`src/rtl/uart_rx_deserializer.sv`:
```
// UART receiver: 8N1-style frame recovery from an oversampling tick, valid/ready byte output.
// Optional even-parity bit enabled by defining UART_RX_PARITY_EN.
module uart_rx_deserializer #(
  parameter int DATA_BITS  = 8,
  parameter int OVERSAMPLE = 16
) (
  input  logic                 clk,
  input  logic                 reset_n,
  input  logic                 i_Rx_clkTick,
  input  logic                 i_Rx_serial,
  output logic [DATA_BITS-1:0] o_Rx_data,
  output logic                 o_Rx_valid,
  input  logic                 i_Rx_ready,
  output logic                 o_Rx_frameErr,
  output logic                 o_Rx_parityErr,
  output logic                 o_Rx_overrun
);

  localparam int TW = $clog2(OVERSAMPLE);
  localparam int BW = $clog2(DATA_BITS + 1);
  localparam logic [TW-1:0] HALF_CNT = TW'(OVERSAMPLE / 2 - 1);
  localparam logic [TW-1:0] LAST_CNT = TW'(OVERSAMPLE - 1);
  localparam logic [BW-1:0] LAST_BIT = BW'(DATA_BITS - 1);

  typedef enum logic [2:0] {
    IDLE   = 3'd0,
    START  = 3'd1,
    DATA   = 3'd2,
`ifdef UART_RX_PARITY_EN
    PARITY = 3'd4,
`endif
    STOP   = 3'd3
  } state_t;

  state_t               state;
  logic [TW-1:0]        tick_cnt;
  logic [BW-1:0]        bit_cnt;
  logic [DATA_BITS-1:0] shreg;
  logic                 sync_meta;
  logic                 rx_bit;

`ifdef UART_RX_PARITY_EN
  logic parity_bad;

  // Odd overall parity across data and received parity bit means an even-parity violation.
  function automatic logic parity_odd(input logic [DATA_BITS-1:0] d, input logic p);
    return ^{d, p};
  endfunction
`endif

  // Two-flop synchronizer for the asynchronous line, idle-high after reset.
  always_ff @(posedge clk) begin
    if (!reset_n) begin
      sync_meta <= 1'b1;
      rx_bit    <= 1'b1;
    end else begin
      sync_meta <= i_Rx_serial;
      rx_bit    <= sync_meta;
    end
  end

  // Frame FSM, output handshake and single-cycle status pulses.
  always_ff @(posedge clk) begin
    if (!reset_n) begin
      state         <= IDLE;
      tick_cnt      <= '0;
      bit_cnt       <= '0;
      shreg         <= '0;
      o_Rx_data     <= '0;
      o_Rx_valid    <= 1'b0;
      o_Rx_frameErr <= 1'b0;
      o_Rx_overrun  <= 1'b0;
`ifdef UART_RX_PARITY_EN
      parity_bad     <= 1'b0;
      o_Rx_parityErr <= 1'b0;
`endif
    end else begin
      o_Rx_frameErr <= 1'b0;
      o_Rx_overrun  <= 1'b0;
`ifdef UART_RX_PARITY_EN
      o_Rx_parityErr <= 1'b0;
`endif
      if (o_Rx_valid && i_Rx_ready) begin
        o_Rx_valid <= 1'b0;
      end

      if (i_Rx_clkTick) begin
        case (state)
          IDLE: begin
            if (!rx_bit) begin
              state    <= START;
              tick_cnt <= '0;
            end
          end
          START: begin
            if (tick_cnt == HALF_CNT) begin
              tick_cnt <= '0;
              bit_cnt  <= '0;
              // A line already back high at mid start bit was a glitch.
              state    <= rx_bit ? IDLE : DATA;
            end else begin
              tick_cnt <= tick_cnt + TW'(1);
            end
          end
          DATA: begin
            if (tick_cnt == LAST_CNT) begin
              tick_cnt <= '0;
              shreg    <= {rx_bit, shreg[DATA_BITS-1:1]};
              bit_cnt  <= bit_cnt + BW'(1);
              if (bit_cnt == LAST_BIT) begin
`ifdef UART_RX_PARITY_EN
                state <= PARITY;
`else
                state <= STOP;
`endif
              end
            end else begin
              tick_cnt <= tick_cnt + TW'(1);
            end
          end
`ifdef UART_RX_PARITY_EN
          PARITY: begin
            if (tick_cnt == LAST_CNT) begin
              tick_cnt   <= '0;
              parity_bad <= parity_odd(shreg, rx_bit);
              state      <= STOP;
            end else begin
              tick_cnt <= tick_cnt + TW'(1);
            end
          end
`endif
          STOP: begin
            if (tick_cnt == LAST_CNT) begin
              tick_cnt <= '0;
              state    <= IDLE;
              if (rx_bit) begin
                o_Rx_data    <= shreg;
                o_Rx_valid   <= 1'b1;
                o_Rx_overrun <= o_Rx_valid && !i_Rx_ready;
`ifdef UART_RX_PARITY_EN
                o_Rx_parityErr <= parity_bad;
`endif
              end else begin
                o_Rx_frameErr <= 1'b1;
              end
            end else begin
              tick_cnt <= tick_cnt + TW'(1);
            end
          end
          default: begin
            state    <= IDLE;
            tick_cnt <= '0;
          end
        endcase
      end
    end
  end

`ifndef UART_RX_PARITY_EN
  assign o_Rx_parityErr = 1'b0;
`endif

endmodule

```
`config.mk`:
```
export PLATFORM = sky130hd
export DESIGN_NAME = uart_rx_deserializer
export DESIGN_NICKNAME = d
export VERILOG_FILES = /design/src/rtl/uart_rx_deserializer.sv
export SDC_FILE = /design/constraint.sdc
export NUM_CORES = 1
export LEC_CHECK = 0
export ABC_CLOCK_PERIOD_IN_PS = 5100
export CORE_MARGIN = 5
export CORE_UTILIZATION = 54
export DETAILED_ROUTE_END_ITERATION = 7
export GPL_TIMING_DRIVEN = 0
export PLACE_DENSITY = 0.83
export SYNTH_ARGS = -nofsm -noshare
export SYNTH_HDL_FRONTEND = slang
export SYNTH_SLANG_ARGS = --single-unit
```
`constraint.sdc`:
```
create_clock -name clk -period 5.1 [get_ports clk]
set_clock_uncertainty 0.2 [all_clocks]
set_input_delay 1.275 -clock clk [delete_from_list [all_inputs] [get_ports clk]]
set_output_delay 1.275 -clock clk [all_outputs]
set_load 0.005 [all_outputs]
```
==> results of run 1 <==
## state kept, by name (all words and copies together) (netlist names), 2 cells and up
register	count
tick_cnt	4
bit_cnt	4
shreg	8
state	2
o_Rx_data	8
## routing by layer
layer	GRT usage	vias up	wire [um]
li1	-	529	-
met1	0.185	481	1140
met2	0.298	17	1370
met3	0.0745	5	120
met4	0.0681	0	36
met5	0	-	0
## power breakdown
group / total [W] / switching (W) / leakage [nW] / internal [W]
sequential: 0.000245 / 0.00000174 / 0.250 / 0.000243
combinational: 0.0000168 / 0.00000909 / 0.315 / 0.00000773
clock: 0.000145 / 0.0000808 / 0.0341 / 0.0000638
total: 0.000407 / 0.0000916 / 0.599 / 0.000315
## worst max-delay path, cell delays in order
cell,delay [ns]
clkdlybuf4s50_1,0.63
nand4_4,0.18
nor3_4,0.33
buf_6,0.21
nand3_2,0.09
o21ai_2,0.06
## how the worst max path moves through the flow
stage | start | end | depth (start not counted)
after floorplan | i_Rx_clkTick | shreg[3] | 5
after global placement | i_Rx_clkTick | o_Rx_data[1] | 5
after detailed placement | i_Rx_clkTick | o_Rx_data[5] | 5
after CTS | i_Rx_clkTick | o_Rx_data[4] | 6
after global routing | i_Rx_clkTick | o_Rx_data[1] | 5
final | i_Rx_clkTick | o_Rx_data[4] | 6
## cell families (layout without fill, tap and decap cells)
family	after synthesis	in the layout	synth area share
muxes	12	12	0.0863
adders and majority gates	2	2	0.0180
DFF	31	31	0.446
other	1	1	0.00270
buffers and inverters	11	32	0.0531
and+or+nand+nor	59	59	0.266
xor gates and xnor gates	2	2	0.0126
AOI/OAI and AO/OA	24	24	0.115
## stage by stage
| stage | util | hold slack, ns | worst slack [ns] |
|---|---|---|---|
| 6_report | 0.656 | 0.219 | 2.39 |
| 5_1_grt | 0.656 | 0.246 | 2.30 |
| 4_1_cts | 0.656 | 0.223 | 2.39 |
| 3_5_place_dp | 0.633 | 0.202 | 2.05 |
| 3_3_place_gp | 0.633 | 0.194 | 2.06 |
| 2_1_floorplan | - | 0.186 | 2.85 |
## cell usage in the layout, fill, tap and decap left out, types with 2 or more instances in the layout
cell / count
clkbuf_1: 2
and3_1: 2
nor2b_1: 13
clkbuf_4: 5
clkdlybuf4s50_1: 14
a21oi_1: 3
nand2_1: 13
inv_1: 2
o211ai_1: 2
xor2_1: 2
o21ai_2: 2
o21ai_1: 2
buf_2: 4
ha_1: 2
nor2_1: 5
nand3_1: 8
o21a_1: 3
o21ai_0: 7
nor3b_1: 2
dfxtp_1: 31
nand2b_1: 3
mux2i_1: 12
## area by class of cell
type                       instances  area share
clock buffer                       6      0.0316
inverter                           2     0.00462
buffer                             9      0.0408
tap                               30      0.0231
timing repair buffer              14      0.0862
multi-input combinational        100       0.429
sequential                        31       0.382
clock inverter                     1     0.00308
==> flow_summary.html, run 1 <==
<table>
<tr><th>Metric</th><th>Value</th></tr>
<tr><th colspan="2">Placed design</th></tr>
<tr><td>Final HPWL DP</td><td>1.97 mm</td></tr>
<tr><td>Port Buffers</td><td>14</td></tr>
<tr><td>GP Congestion</td><td>around 0.80</td></tr>
<tr><td>Post-Place Cells</td><td>approximately 190</td></tr>
<tr><td>Instance area after placement</td><td>between 1500 and 2000 um^2</td></tr>
<tr><th colspan="2">Job</th></tr>
<tr><td>Max cap viols</td><td>0</td></tr>
<tr><th colspan="2">Floorplanning</th></tr>
<tr><td>Number of I/O pins</td><td>17</td></tr>
<tr><td>DIE HEIGHT</td><td>roughly 61 um</td></tr>
<tr><td>Horizontal die dimension</td><td>just over 60 um</td></tr>
<tr><td>Die Footprint</td><td>3690 um^2</td></tr>
<tr><td>Starting density of the core</td><td>0.562</td></tr>
<tr><td>Core region area</td><td>approximately 2500 um^2</td></tr>
<tr><td>Cell Rows</td><td>18</td></tr>
<tr><th colspan="2">Global routing</th></tr>
<tr><td>Global route total overflow</td><td>0</td></tr>
<tr><td>Global-route wire length before repair</td><td>4.62 mm</td></tr>
<tr><td>Largest net degree at the start of global routing</td><td>11</td></tr>
<tr><td>Number of global-route vias before repair</td><td>between 1k and 1.5k</td></tr>
<tr><td>Total global-route track usage</td><td>0.172</td></tr>
<tr><td>Antenna violations before repair</td><td>0</td></tr>
<tr><th colspan="2">Logic synthesis</th></tr>
<tr><td>Number of instances in the synthesized netlist</td><td>142</td></tr>
<tr><td>Number of enable-type register cells in the synthesized netlist</td><td>0</td></tr>
<tr><td>Post-synth top flop</td><td>dfxtp_1</td></tr>
<tr><td>Net count after synthesis</td><td>149</td></tr>
<tr><td>Synthesized area</td><td>1390 um^2</td></tr>
<tr><td>Seq cells post-synth</td><td>31</td></tr>
<tr><td>Top cell type's share of synthesized area</td><td>0.446</td></tr>
<tr><td>Synth cell types</td><td>42</td></tr>
<tr><td>Share of flip-flops with an asynchronous set or reset</td><td>0</td></tr>
<tr><td>Area leader, netlist</td><td>dfxtp_1</td></tr>
<tr><td>Main area contributors after synthesis</td><td>dfxtp_1 (45%), mux2i_1 (8.6%), nor2b_1 (5.8%)</td></tr>
<tr><td>Cell types with the highest counts after synthesis</td><td>dfxtp_1 (31), nand2_1 (13), nor2b_1 (13)</td></tr>
<tr><td>Number of warnings issued by yosys</td><td>0</td></tr>
<tr><td>Leading cell type by number of instances after synthesis</td><td>dfxtp_1</td></tr>
<tr><td>Share of the yosys chip area belonging to registers</td><td>0.446</td></tr>
<tr><td>Syn_area_per_cell</td><td>9.80 um^2</td></tr>
<tr><th colspan="2">Routing</th></tr>
<tr><td>Count of nets left with antenna violations after detail routing</td><td>0</td></tr>
<tr><td>Iteration count of the initial detailed-routing pass</td><td>4</td></tr>
<tr><td>Drt via density</td><td>5.35</td></tr>
<tr><td>Final routed DRC violation total</td><td>0</td></tr>
<tr><td>Routed WL</td><td>around 2.7 mm</td></tr>
<tr><td>Number of design-rule violations left by the first detailed-router iteration</td><td>17</td></tr>
<tr><td>Total number of vias</td><td>1032</td></tr>
<tr><td>Post-detailed-route wirelength per cell</td><td>between 10 and 15 um</td></tr>
<tr><th colspan="2">Min path</th></tr>
<tr><td>Min-delay src</td><td>sync_meta</td></tr>
<tr><td>Destination of the worst hold path</td><td>rx_bit</td></tr>
<tr><td>Hold Path Stages</td><td>1</td></tr>
<tr><td>Worst min path class</td><td>flop to flop</td></tr>
<tr><th colspan="2">Layout</th></tr>
<tr><td>Layout area overhead</td><td>16.8%</td></tr>
<tr><td>Area of all placed cells without fillers</td><td>about 1600 um^2</td></tr>
<tr><td>Final layout net count</td><td>between 150 and 200</td></tr>
<tr><td>Diode insertion count for antenna repair</td><td>0</td></tr>
<tr><td>Ratio of cells with drive above 1 in the final layout</td><td>0.153</td></tr>
<tr><td># fillers</td><td>about 210</td></tr>
<tr><td>Final Instance Count excl. Fillers</td><td>roughly 190</td></tr>
<tr><td>Area occupied by registers</td><td>~620 um^2</td></tr>
<tr><td>Area used by multi-input combinational logic</td><td>697 um^2</td></tr>
<tr><th colspan="2">STA</th></tr>
<tr><td>Min Clock Period, post-route</td><td>2.71 ns</td></tr>
<tr><td>Setup repair after global routing missed its margin</td><td>false</td></tr>
<tr><td>Setup TNS</td><td>0 ns</td></tr>
<tr><td>Count of endpoints failing hold in the final timing report</td><td>0</td></tr>
<tr><td>Total of endpoints with negative setup slack in the final report</td><td>0</td></tr>
<tr><td>Period utilisation layout</td><td>0.531</td></tr>
<tr><td>Highest Clock Rate</td><td>369 MHz</td></tr>
<tr><td>Max-slew violation count</td><td>0</td></tr>
<tr><th colspan="2">Setup path</th></tr>
<tr><td>Critical Path End Type</td><td>flop</td></tr>
<tr><td>Reg-to-reg critical path startpoint</td><td>tick_cnt[0]</td></tr>
<tr><td>Worst flop-to-flop path endpoint</td><td>o_Rx_data[4]</td></tr>
<tr><td>Worst setup slack for register-to-register paths</td><td>approximately 3.3 ns</td></tr>
<tr><td>Crit path launch type</td><td>input pin</td></tr>
<tr><td>Crit path required time</td><td>5.17 ns</td></tr>
<tr><td>Data arrival at the endpoint of the critical path</td><td>between 2 and 3 ns</td></tr>
<tr><td>Maximum fanout encountered on the critical timing path</td><td>10</td></tr>
<tr><td>Crit path kind</td><td>input pin to flop</td></tr>
<tr><td>Cell depth of the worst flop-to-flop path</td><td>6</td></tr>
<tr><th colspan="2">Clock network</th></tr>
<tr><td>Root Driver</td><td>clkbuf_4</td></tr>
<tr><td>Number of buffers on the longest clock path</td><td>2</td></tr>
<tr><td>TritonCTS clock tree</td><td>done</td></tr>
<tr><td>Buffers inserted during post-CTS setup optimization</td><td>0</td></tr>
<tr><td>CTS Buf Count</td><td>5</td></tr>
<tr><td>Quantity of hold-fixing buffers added after cts</td><td>0</td></tr>
<tr><td>Skew-Pair Late Insertion Delay</td><td>0.33 ns</td></tr>
<tr><td>Clock sink count</td><td>31</td></tr>
<tr><td>Number of instances resized during post-cts repair</td><td>0</td></tr>
<tr><td>Number of levels the H-tree was split into</td><td>2</td></tr>
<tr><td>Clock-pin transition on the worst setup and hold timing paths</td><td>roughly 0.09 ns</td></tr>
<tr><th colspan="2">Power and ir drop</th></tr>
<tr><td>Power density over cell area</td><td>250 nW/um^2</td></tr>
<tr><td>Max rail drop VDD</td><td>about 0.24 mV</td></tr>
<tr><td>Leakage power figure</td><td>roughly 0.60 nW</td></tr>
<tr><td>Post-layout power</td><td>between 0.0004 and 0.0005 W</td></tr>
<tr><th colspan="2">Status</th></tr>
<tr><td>Result of the run</td><td>completed</td></tr>
</table>
No activity file was read; power rests on OpenSTA's default activity.
==> run 2: changes to the inputs <==
Settings changed: ABC_CLOCK_PERIOD_IN_PS 5100 to 2800.
Clock period 5.1 ns to 2.8 ns, I/O delays scaled along.
==> results of run 2 <==
Same layout as run 1 (identical final DEF). Status: completed.
Among the figures that moved: setup slack after placement 2.05 ns -> 0.321 ns; setup slack after layout 2.39 ns -> 0.666 ns; register-to-register setup slack 3.27 ns -> 0.97 ns; total power 0.000407 W -> 0.000740 W; worst IR drop on VDD 0.238 mV -> 0.434 mV
